==> src/rtl/mips_cpu_mem_pkg.sv <==
// Shared types for the MIPS CPU memory master: access sizes, FSM states, lane widths
// and the request legality check.
package mips_cpu_mem_pkg;

    localparam int BYTE_W = 8;
    localparam int HALF_W = 16;
    localparam int WORD_W = 32;

    typedef enum logic [1:0] {
        SZ_BYTE = 2'b00,
        SZ_HALF = 2'b01,
        SZ_WORD = 2'b10,
        SZ_BAD  = 2'b11
    } size_e;

    typedef enum logic [2:0] {
        ST_IDLE = 3'd0,
        ST_RD   = 3'd1,
        ST_CAP  = 3'd2,
        ST_MRG  = 3'd3,
        ST_WR   = 3'd4,
        ST_RSP  = 3'd5,
        ST_ERR  = 3'd6
    } state_e;

    // Illegal size, natural-alignment violation, or word index past the end of RAM.
    function automatic logic access_error(input logic [1:0]  size,
                                          input logic [31:0] addr,
                                          input int unsigned mem_words);
        logic bad_s;
        case (size)
            SZ_BYTE: bad_s = 1'b0;
            SZ_HALF: bad_s = addr[0];
            SZ_WORD: bad_s = (addr[1:0] != 2'b00);
            default: bad_s = 1'b1;
        endcase
        return bad_s || ({2'b00, addr[31:2]} >= mem_words[31:0]);
    endfunction

endpackage

==> src/rtl/mips_cpu_mem_lane.sv <==
// Big-endian lane steering: extract/extend load data and merge sub-word store data
// into the word read back from RAM. Purely combinational.
module mips_cpu_mem_lane
    import mips_cpu_mem_pkg::*;
(
    input  logic [1:0]  size,
    input  logic [1:0]  offset,
    input  logic        sign_ext,
    input  logic [31:0] wdata,
    input  logic [31:0] rdata,
    output logic [31:0] load_data,
    output logic [31:0] merge_data
);

    logic [BYTE_W-1:0] byte_s;
    logic [HALF_W-1:0] half_s;

    // Select the addressed byte and half; offset 0 is the most significant lane.
    always_comb begin
        byte_s = 8'h00;
        half_s = 16'h0000;
        case (offset)
            2'd0:    byte_s = rdata[31:24];
            2'd1:    byte_s = rdata[23:16];
            2'd2:    byte_s = rdata[15:8];
            2'd3:    byte_s = rdata[7:0];
            default: byte_s = 8'h00;
        endcase
        if (offset[1]) begin
            half_s = rdata[15:0];
        end else begin
            half_s = rdata[31:16];
        end
    end

    // Extend the selected lane to a full word.
    always_comb begin
        load_data = 32'h0000_0000;
        case (size)
            SZ_BYTE: load_data = {{24{sign_ext & byte_s[7]}}, byte_s};
            SZ_HALF: load_data = {{16{sign_ext & half_s[15]}}, half_s};
            SZ_WORD: load_data = rdata;
            default: load_data = 32'h0000_0000;
        endcase
    end

    // Overwrite only the addressed lane(s) of the word fetched from RAM.
    always_comb begin
        merge_data = rdata;
        case (size)
            SZ_BYTE: begin
                case (offset)
                    2'd0:    merge_data[31:24] = wdata[7:0];
                    2'd1:    merge_data[23:16] = wdata[7:0];
                    2'd2:    merge_data[15:8]  = wdata[7:0];
                    2'd3:    merge_data[7:0]   = wdata[7:0];
                    default: merge_data = rdata;
                endcase
            end
            SZ_HALF: begin
                if (offset[1]) begin
                    merge_data[15:0] = wdata[15:0];
                end else begin
                    merge_data[31:16] = wdata[15:0];
                end
            end
            SZ_WORD: merge_data = wdata;
            default: merge_data = rdata;
        endcase
    end

endmodule

==> src/rtl/mips_cpu_mem_master.sv <==
// Load/store initiator for a single-port word RAM with 1-cycle registered read.
// Optional MEM_MASTER_STATS_EN adds saturating load/store/error response counters.
module mips_cpu_mem_master
    import mips_cpu_mem_pkg::*;
#(
    parameter int unsigned MEM_WORDS = 4096
) (
    input  logic        clk,
    input  logic        reset,
    input  logic        req_valid,
    output logic        req_ready,
    input  logic        req_store,
    input  logic [1:0]  req_size,
    input  logic        req_signed,
    input  logic [31:0] req_addr,
    input  logic [31:0] req_wdata,
    output logic        rsp_valid,
    output logic        rsp_err,
    output logic [31:0] rsp_rdata,
    output logic [31:0] mem_address,
    output logic        mem_read,
    output logic        mem_write,
    output logic [31:0] mem_writedata,
    input  logic [31:0] mem_readdata
`ifdef MEM_MASTER_STATS_EN
    ,
    output logic [15:0] stat_loads,
    output logic [15:0] stat_stores,
    output logic [15:0] stat_errors
`endif
);

    state_e      state_r;
    logic        req_ready_r;
    logic        rsp_valid_r;
    logic        rsp_err_r;
    logic [31:0] rsp_rdata_r;
    logic        mem_read_r;
    logic        mem_write_r;
    logic [31:0] mem_address_r;
    logic [31:0] wr_data_r;

    logic        store_r;
    logic [1:0]  size_r;
    logic        signed_r;
    logic [1:0]  offset_r;
    logic [31:0] wdata_r;

    logic        accept_s;
    logic [31:0] load_s;
    logic [31:0] merge_s;

    assign accept_s = req_valid & req_ready_r;

    mips_cpu_mem_lane u_lane (
        .size       (size_r),
        .offset     (offset_r),
        .sign_ext   (signed_r),
        .wdata      (wdata_r),
        .rdata      (mem_readdata),
        .load_data  (load_s),
        .merge_data (merge_s)
    );

    // Request sequencer: one outstanding access, all bus/response outputs registered here.
    always_ff @(posedge clk) begin
        if (reset) begin
            state_r       <= ST_IDLE;
            req_ready_r   <= 1'b1;
            rsp_valid_r   <= 1'b0;
            rsp_err_r     <= 1'b0;
            rsp_rdata_r   <= 32'h0000_0000;
            mem_read_r    <= 1'b0;
            mem_write_r   <= 1'b0;
            mem_address_r <= 32'h0000_0000;
            wr_data_r     <= 32'h0000_0000;
            store_r       <= 1'b0;
            size_r        <= 2'b00;
            signed_r      <= 1'b0;
            offset_r      <= 2'b00;
            wdata_r       <= 32'h0000_0000;
        end else begin
            case (state_r)
                ST_IDLE: begin
                    if (accept_s) begin
                        store_r     <= req_store;
                        size_r      <= req_size;
                        signed_r    <= req_signed;
                        offset_r    <= req_addr[1:0];
                        wdata_r     <= req_wdata;
                        req_ready_r <= 1'b0;
                        rsp_rdata_r <= 32'h0000_0000;
                        if (access_error(req_size, req_addr, MEM_WORDS)) begin
                            state_r     <= ST_ERR;
                            rsp_valid_r <= 1'b1;
                            rsp_err_r   <= 1'b1;
                        end else if (req_store && (req_size == SZ_WORD)) begin
                            state_r       <= ST_WR;
                            mem_write_r   <= 1'b1;
                            wr_data_r     <= req_wdata;
                            mem_address_r <= {2'b00, req_addr[31:2]};
                        end else begin
                            // Loads and sub-word stores both start by fetching the word.
                            state_r       <= ST_RD;
                            mem_read_r    <= 1'b1;
                            mem_address_r <= {2'b00, req_addr[31:2]};
                        end
                    end else begin
                        state_r <= ST_IDLE;
                    end
                end
                ST_RD: begin
                    mem_read_r <= 1'b0;
                    if (store_r) begin
                        state_r     <= ST_MRG;
                        mem_write_r <= 1'b1;
                    end else begin
                        state_r <= ST_CAP;
                    end
                end
                ST_CAP: begin
                    rsp_rdata_r <= load_s;
                    rsp_valid_r <= 1'b1;
                    state_r     <= ST_RSP;
                end
                ST_MRG, ST_WR: begin
                    mem_write_r <= 1'b0;
                    wr_data_r   <= 32'h0000_0000;
                    rsp_valid_r <= 1'b1;
                    state_r     <= ST_RSP;
                end
                ST_RSP, ST_ERR: begin
                    rsp_valid_r <= 1'b0;
                    rsp_err_r   <= 1'b0;
                    rsp_rdata_r <= 32'h0000_0000;
                    req_ready_r <= 1'b1;
                    state_r     <= ST_IDLE;
                end
                default: begin
                    state_r     <= ST_IDLE;
                    req_ready_r <= 1'b1;
                    rsp_valid_r <= 1'b0;
                    rsp_err_r   <= 1'b0;
                    mem_read_r  <= 1'b0;
                    mem_write_r <= 1'b0;
                    wr_data_r   <= 32'h0000_0000;
                end
            endcase
        end
    end

    // Merged word only exists while the RAM read data is on the bus, so MRG data is combinational.
    always_comb begin
        if (state_r == ST_MRG) begin
            mem_writedata = merge_s;
        end else begin
            mem_writedata = wr_data_r;
        end
    end

    assign req_ready   = req_ready_r;
    assign rsp_valid   = rsp_valid_r;
    assign rsp_err     = rsp_err_r;
    assign rsp_rdata   = rsp_rdata_r;
    assign mem_address = mem_address_r;
    // Reset mid-operation must not let a strobe reach the RAM in the reset cycle itself.
    assign mem_read    = mem_read_r & ~reset;
    assign mem_write   = mem_write_r & ~reset;

`ifdef MEM_MASTER_STATS_EN
    logic [15:0] loads_r;
    logic [15:0] stores_r;
    logic [15:0] errors_r;

    function automatic logic [15:0] sat_inc(input logic [15:0] v);
        if (v == 16'hFFFF) begin
            return v;
        end else begin
            return v + 16'h0001;
        end
    endfunction

    // Count each response once, by outcome.
    always_ff @(posedge clk) begin
        if (reset) begin
            loads_r  <= 16'h0000;
            stores_r <= 16'h0000;
            errors_r <= 16'h0000;
        end else if (rsp_valid_r) begin
            if (rsp_err_r) begin
                errors_r <= sat_inc(errors_r);
            end else if (store_r) begin
                stores_r <= sat_inc(stores_r);
            end else begin
                loads_r <= sat_inc(loads_r);
            end
        end else begin
            loads_r  <= loads_r;
            stores_r <= stores_r;
            errors_r <= errors_r;
        end
    end

    assign stat_loads  = loads_r;
    assign stat_stores = stores_r;
    assign stat_errors = errors_r;
`endif

endmodule
==> config.mk <==
export PLATFORM = sky130hd
export DESIGN_NAME = mips_cpu_mem_master
export DESIGN_NICKNAME = d
export VERILOG_FILES = /design/src/rtl/mips_cpu_mem_pkg.sv /design/src/rtl/mips_cpu_mem_lane.sv /design/src/rtl/mips_cpu_mem_master.sv
export SDC_FILE = /design/constraint.sdc
export NUM_CORES = 1
export LEC_CHECK = 0
export CAP_MARGIN = 30
export CORE_ASPECT_RATIO = 1.25
export CORE_MARGIN = 10
export CORE_UTILIZATION = 47
export DETAILED_ROUTE_END_ITERATION = 16
export HOLD_SLACK_MARGIN = 0.08
export PLACE_DENSITY = 0.8
export SLEW_MARGIN = 15
export SYNTH_ARGS = -nofsm -noshare
export SYNTH_HDL_FRONTEND = slang
export SYNTH_SLANG_ARGS = --single-unit
==> constraint.sdc <==
create_clock -name clk -period 2.6 [get_ports clk]
set_input_delay 0.52 -clock clk [delete_from_list [all_inputs] [get_ports clk]]
set_output_delay 0.52 -clock clk [all_outputs]
set_load 0.01 [all_outputs]
# ---- Yosys cells after proc, flatten, opt, wreduce, memory -nomap -nowiden
# Cells that the tools add are included.
dict set report word_totals {
  register_bits 140
  input_bits 103
  output_inout_bits 101
}
dict set report op_classes {
  n_reduce_logical 23
  bitwise_logic 12
  eq_ne 19
  mux 41
  n_lt_le_gt_ge 1
}
# cell n
set ops {}
lappend ops {{case mux 32 bit (3 select lines)} 3}
lappend ops {{two-way mux 32 bit} 5}
lappend ops {{case mux 32 bit (2 select lines)} 1}
lappend ops {{two-way mux 16 bit} 3}
lappend ops {{two-way mux 8 bit} 4}
lappend ops {{case mux 8 bit (4 select lines)} 1}
lappend ops {{>= comparator 30 x 13 -> 1 bit (second input constant)} 1}
lappend ops {{two-way mux 1 bit} 14}
lappend ops {{inequality test 2 bit (second input constant)} 6}
lappend ops {{== test 3 bit (second input constant)} 3}
lappend ops {{two-way mux 3 bit} 3}
lappend ops {{case mux 1 bit (3 select lines)} 3}
lappend ops {{case mux 3 bit (3 select lines)} 1}
lappend ops {{AND reduction 3 bit} 3}
lappend ops {{== test 2 bit (second input constant)} 4}
lappend ops {{AND reduction 4 bit} 2}
lappend ops {{OR reduction 4 bit} 2}
lappend ops {{inverter 1 bit} 7}
lappend ops {{== test 2 x 1 -> 1 bit (second input constant)} 3}
lappend ops {{== test 3 x 2 -> 1 bit (second input constant)} 2}
lappend ops {{logical NOT 2 bit} 3}
lappend ops {{case mux 1 bit (2 select lines)} 3}
lappend ops {{AND reduction 2 bit} 3}
lappend ops {{OR reduction 3 bit} 2}
lappend ops {{10 further kinds} 14}

# ---- Depth between registers and ports, before layout
dict set report depth {
  word_depth 9
  depth_mapped 8
  depth_no_buf 5
}

# ---- Modules after synthesis
# From an unflattened synthesis, not the netlist that was laid out.
dict set report hier_totals {
  cells_unflattened 875
  area_unflattened_um2 7469.7
}
# module cells_per_inst area_per_inst_um2 seq_area_each_um2 n_inst
set by_module_without_submodules {}
lappend by_module_without_submodules {mips_cpu_mem_master 610 5626.6 2802.7 1}
lappend by_module_without_submodules {mips_cpu_mem_lane 265 1843.0 0.0 1}

# ---- Worst setup path before layout
# Ideal clock, no wire load.
dict set report synth_timing {
  kind {register to output}
  startpoint {register offset_r[0]}
  endpoint {output mem_writedata[0]}
  n_path_buf 2
  t_required_ns 2.080
  arrival_ns 1.797
  path_stages_with_launch 7
  path_slack_ns 0.283
  path_cell_list {dfxtp_1 -> clkbuf_1 -> o21ai_0 -> mux2i_1 -> clkbuf_1 -> a31oi_1 -> o21ai_0}
}
dict set report synth_via {
  elab_chain_len 4
}
# element line_no
set synth_lines {}
lappend synth_lines {{start, declared} mips_cpu_mem_master.sv:46} ;# logic [1:0] offset_r;
lappend synth_lines {{start signal, assigned} mips_cpu_mem_master.sv:89} ;# offset_r <= req_addr[1:0];
lappend synth_lines {{== test 2 bit} mips_cpu_mem_lane.sv:52} ;# case (offset)
lappend synth_lines {{two-way mux 8 bit} mips_cpu_mem_lane.sv:52}
lappend synth_lines {{case mux 32 bit (3 select lines)} mips_cpu_mem_lane.sv:50} ;# case (size)
lappend synth_lines {{two-way mux 32 bit} mips_cpu_mem_master.sv:154} ;# if (state_r == ST_MRG) begin
lappend synth_lines {{end, declared} mips_cpu_mem_master.sv:23} ;# output logic [31:0] mem_writedata,
# No other way between the ends.

# ---- Final worst setup path
dict set report layout_timing {
  startpoint {register size_r[0]}
  endpoint {output mem_writedata[6]}
}
dict set report layout_via {
  elab_chain_len 3
  elab_cells_between_ends 5
  classes_between {2 x eq/ne; 2 x mux; 1 x reduce/logical}
}
# element line_no
set layout_lines {}
lappend layout_lines {{start, declared} mips_cpu_mem_master.sv:44} ;# logic [1:0] size_r;
lappend layout_lines {{start signal, assigned} mips_cpu_mem_master.sv:87} ;# size_r <= req_size;
lappend layout_lines {{== test 2 bit, or another cell as far along} mips_cpu_mem_lane.sv:50}
lappend layout_lines {{case mux 32 bit (3 select lines) (*)} mips_cpu_mem_lane.sv:50}
lappend layout_lines {{two-way mux 32 bit (*)} mips_cpu_mem_master.sv:154}
# Every way passes the cells marked *; elsewhere a longest branch is shown, timed or not.

==> flow_metrics.tcl <==
set metrics [dict create \
    holdWs_ps 449.2 \
    ys_seq_elements 140 \
    path_class "flop to output pin" \
    viasPerCell 5.919 \
    grt_pass1_wl_um 38490 \
    fin_area_sq_um 10210 \
    cpPeakStageDelay_ps 340 \
    htree_levels 4 \
    hold_path_class "flop to flop" \
    endpoint_kind "output pin" \
    rsz0062_at_grt "yes" \
    syn-mean-instance-area_sq_um 8.530 \
    clock_latency_ps 430 \
    track_usage 0.2440 \
    die_x_um 126.4 \
    power_leakage_nw 3.934 \
    cts_hold_buf 0 \
    yosysWarnings 0 \
    slew_viol_final 0 \
    slowest_stage "dfxtp_2" \
    fin_nets 1133 \
    skew_ps 10.07 \
    violations "negative setup slack" \
    drv_cap 0 \
    pin_count 204 \
    required_ps 2080 \
    synth_ff_type "dfxtp_1" \
    wl_per_cell_um 20.40 \
    die_h_um 152.9 \
    netlist_instances 779 \
    grt_max_degree 62 \
    clk_pin_slew_ps 60 \
    pre_cts_ws_ps -389.6 \
    seq_area_frac_synth 0.4218 \
    core_area_sq_um 13810 \
    syn_area_sq_um 6645 \
    drc 0 \
    crit_path_frequent_cell "buf_6" \
    startpoint_type "flop" \
    cellPowerDensity_nw_per_um2 799.6 \
    start_util 0.4811 \
    cts-buffers-inserted 17 \
    yosys.area_share.simple 0.1862 \
    synth-xor-area-share 0 \
    setup_viol 2 \
    root_buffer "clkbuf_16" \
    drtIter0Drc 704 \
    hpwl_um 18200 \
    ir_worst_vdd_v 0.0005295 \
    cp_max_fo 8 \
    fin_crit_sh 1.012 \
    crit_arrival_ps 2110 \
    synth_compound_area_frac 0.2578 \
    synthMuxAreaShare 0.08812 \
    clk_path_buf_depth 2 \
    antenna_found_initial 0 \
    synth_cell_types 56 \
    slew_headroom 0.6034 \
    synth_top_family_by_area "compound AO/OA/AOI/OAI gates" \
    clock.fmax_mhz 380.1 \
    synth_edf_count 0 \
    drt-pass1-iter-count 6 \
    synthArstFlopShare 0 \
    period_needed_ps 2631 \
    layout-drive-gt1-share 0.2320 \
    cts_sinks 140 \
    finalSetupTns_ps -38.45 \
    grt-ovfl-total 0 \
    io_buffer_count 201 \
    cts_tree "done" \
    hold_violations 0 \
    place_area_sq_um 9393 \
    tightestPinTransition_ps 592.7 \
    syn2layout_area_growth_pct 53.61 \
    r2r_setup_slack_ps 330 \
    timing.final.ws_setup_ps -30.57 \
    num_rows 48 \
    synthAdderAreaFrac 0 \
    num_vias 7209 \
    grt_pass1_vias 7045 \
    die_area_sq_um 19320 \
    crit_chain "buf_6, buf_6, o21ai_2, mux2i_1, buf_4, buf_6, buf_6, nor2b_2, a31oi_1, o21ai_1, buf_2" \
    routabilityCongestion 0.9520 \
    ant_nets 0 \
    antenna_cells 0 \
    outcome "finished, violations left" \
    routed_wl_um 24850 \
]
==> state kept, by name, indices dropped and copies added (netlist names), 2 cells and up <==
| name | cells |
|---|---|
| rsp_rdata | 32 |
| size_r | 2 |
| mem_address | 30 |
| wr_data_r | 32 |
| state_r | 3 |
| wdata_r | 32 |
| offset_r | 2 |
==> report_power, final <==
| group | total (mW) | switching (mW) | internal [mW] |
|---|---|---|---|
| combinational | 3.23 | 1.78 | 1.45 |
| clock | 2.33 | 0.998 | 1.33 |
| sequential | 2.61 | 0.229 | 2.38 |
| total | 8.16 | 3.00 | 5.16 |
==> metal layers <==
metal	wire length, um	global-route usage	vias to the layer above
met5	0	0	-
met4	912	0.1027	0
met3	2320	0.07751	68
met2	11970	0.4007	362
met1	9645	0.2850	3439
li1	-	-	3340
==> worst max-delay path: cells and delay by family, from the launching register on <==
family,cells,cell delay (ps)
buf+inv,6,830
simple gates,1,120
compound gates,3,310
flops,1,340
mux,1,80
==> cell usage after synthesis (4+ instances only) <==
cell / n / area share
nand2_1: 152 / 0.086
dfxtp_1: 140 / 0.42
a21oi_1: 79 / 0.059
clkbuf_1: 53 / 0.030
o21ai_0: 42 / 0.032
nor2_1: 33 / 0.019
mux2_2: 22 / 0.037
a22oi_1: 21 / 0.024
a32o_1: 21 / 0.032
a22o_1: 19 / 0.025
and2_1: 19 / 0.018
nor2b_1: 19 / 0.018
a31oi_1: 18 / 0.017
mux2i_1: 18 / 0.027
nor3b_1: 12 / 0.014
o221ai_1: 12 / 0.016
a211o_1: 8 / 0.011
a222oi_1: 8 / 0.012
buf_2: 8 / 0.0060
a2bb2oi_1: 7 / 0.0092
mux4_2: 7 / 0.024
inv_1: 5 / 0.0028
nor4_1: 5 / 0.0047
buf_1: 4 / 0.0023
==> repair_timing <==
action,CTS,global route
buffers inserted,3,5
pin swaps,22,26
setup endpoints to repair,32,30
resized for setup,137,70
==> logic make-up (layout without fill, tap and decap cells) <==
group | count (synthesis) | count (layout)
AND/OR/NAND/NOR | 263 | 263
flip-flops | 140 | 140
multiplexers | 47 | 47
buffers and inverters | 74 | 337
other | 1 | 2
AO/OA/AOI/OAI | 254 | 254
==> final cells by class <==
type	instances	area (sq um)
inverters	6	22.52
multi-input cells	566	3806
fillers	1056	3606
clock buffers	18	429.2
flip-flops and latches	140	2815
repair buffers	299	2779
clock inverters	14	136.4
well taps	175	219.0
==> layout by cell type, fill, tap and decap left out, types with 5 or more instances in the layout <==
| master | n |
|---|---|
| a31oi_1 | 13 |
| buf_2 | 16 |
| clkbuf_16 | 17 |
| buf_4 | 79 |
| mux2i_1 | 18 |
| a211o_1 | 8 |
| a22o_1 | 19 |
| clkinvlp_4 | 6 |
| buf_6 | 12 |
| inv_1 | 5 |
| o21ai_0 | 25 |
| a222oi_1 | 8 |
| a2bb2oi_2 | 5 |
| nor4_1 | 5 |
| clkdlybuf4s50_1 | 163 |
| mux2_2 | 20 |
| nor3b_1 | 7 |
| nand2_1 | 150 |
| a22oi_1 | 17 |
| dfxtp_1 | 136 |
| a21oi_1 | 79 |
| nor3b_2 | 5 |
| nor2_1 | 30 |
| nor2b_1 | 16 |
| mux4_2 | 7 |
| o21ai_1 | 17 |
| clkbuf_2 | 8 |
| a32o_1 | 21 |
| buf_12 | 8 |
| and2_1 | 19 |
| dlygate4sd2_1 | 6 |
| o221ai_2 | 9 |
==> per-stage QoR <==
step	util	total power [mW]	cells
after detailed placement	0.6800	5.534	1178
after CTS	0.7289	7.960	1213
after global placement	0.6800	5.495	1178
final	0.7389	8.162	1218
after floorplan	-	4.234	780
after global routing	0.7389	8.550	1218
==> path summary, 6_finish.rpt <==
path	start	to	cells after the start
max	size_r[0]	mem_writedata[6]	11
min	rsp_rdata[23]	rsp_rdata[23]	2
max reg2reg	size_r[0]	rsp_rdata[12]	9
min reg2reg	rsp_rdata[23]	rsp_rdata[23]	2
Note: power is estimated with default switching activity, not from simulation.
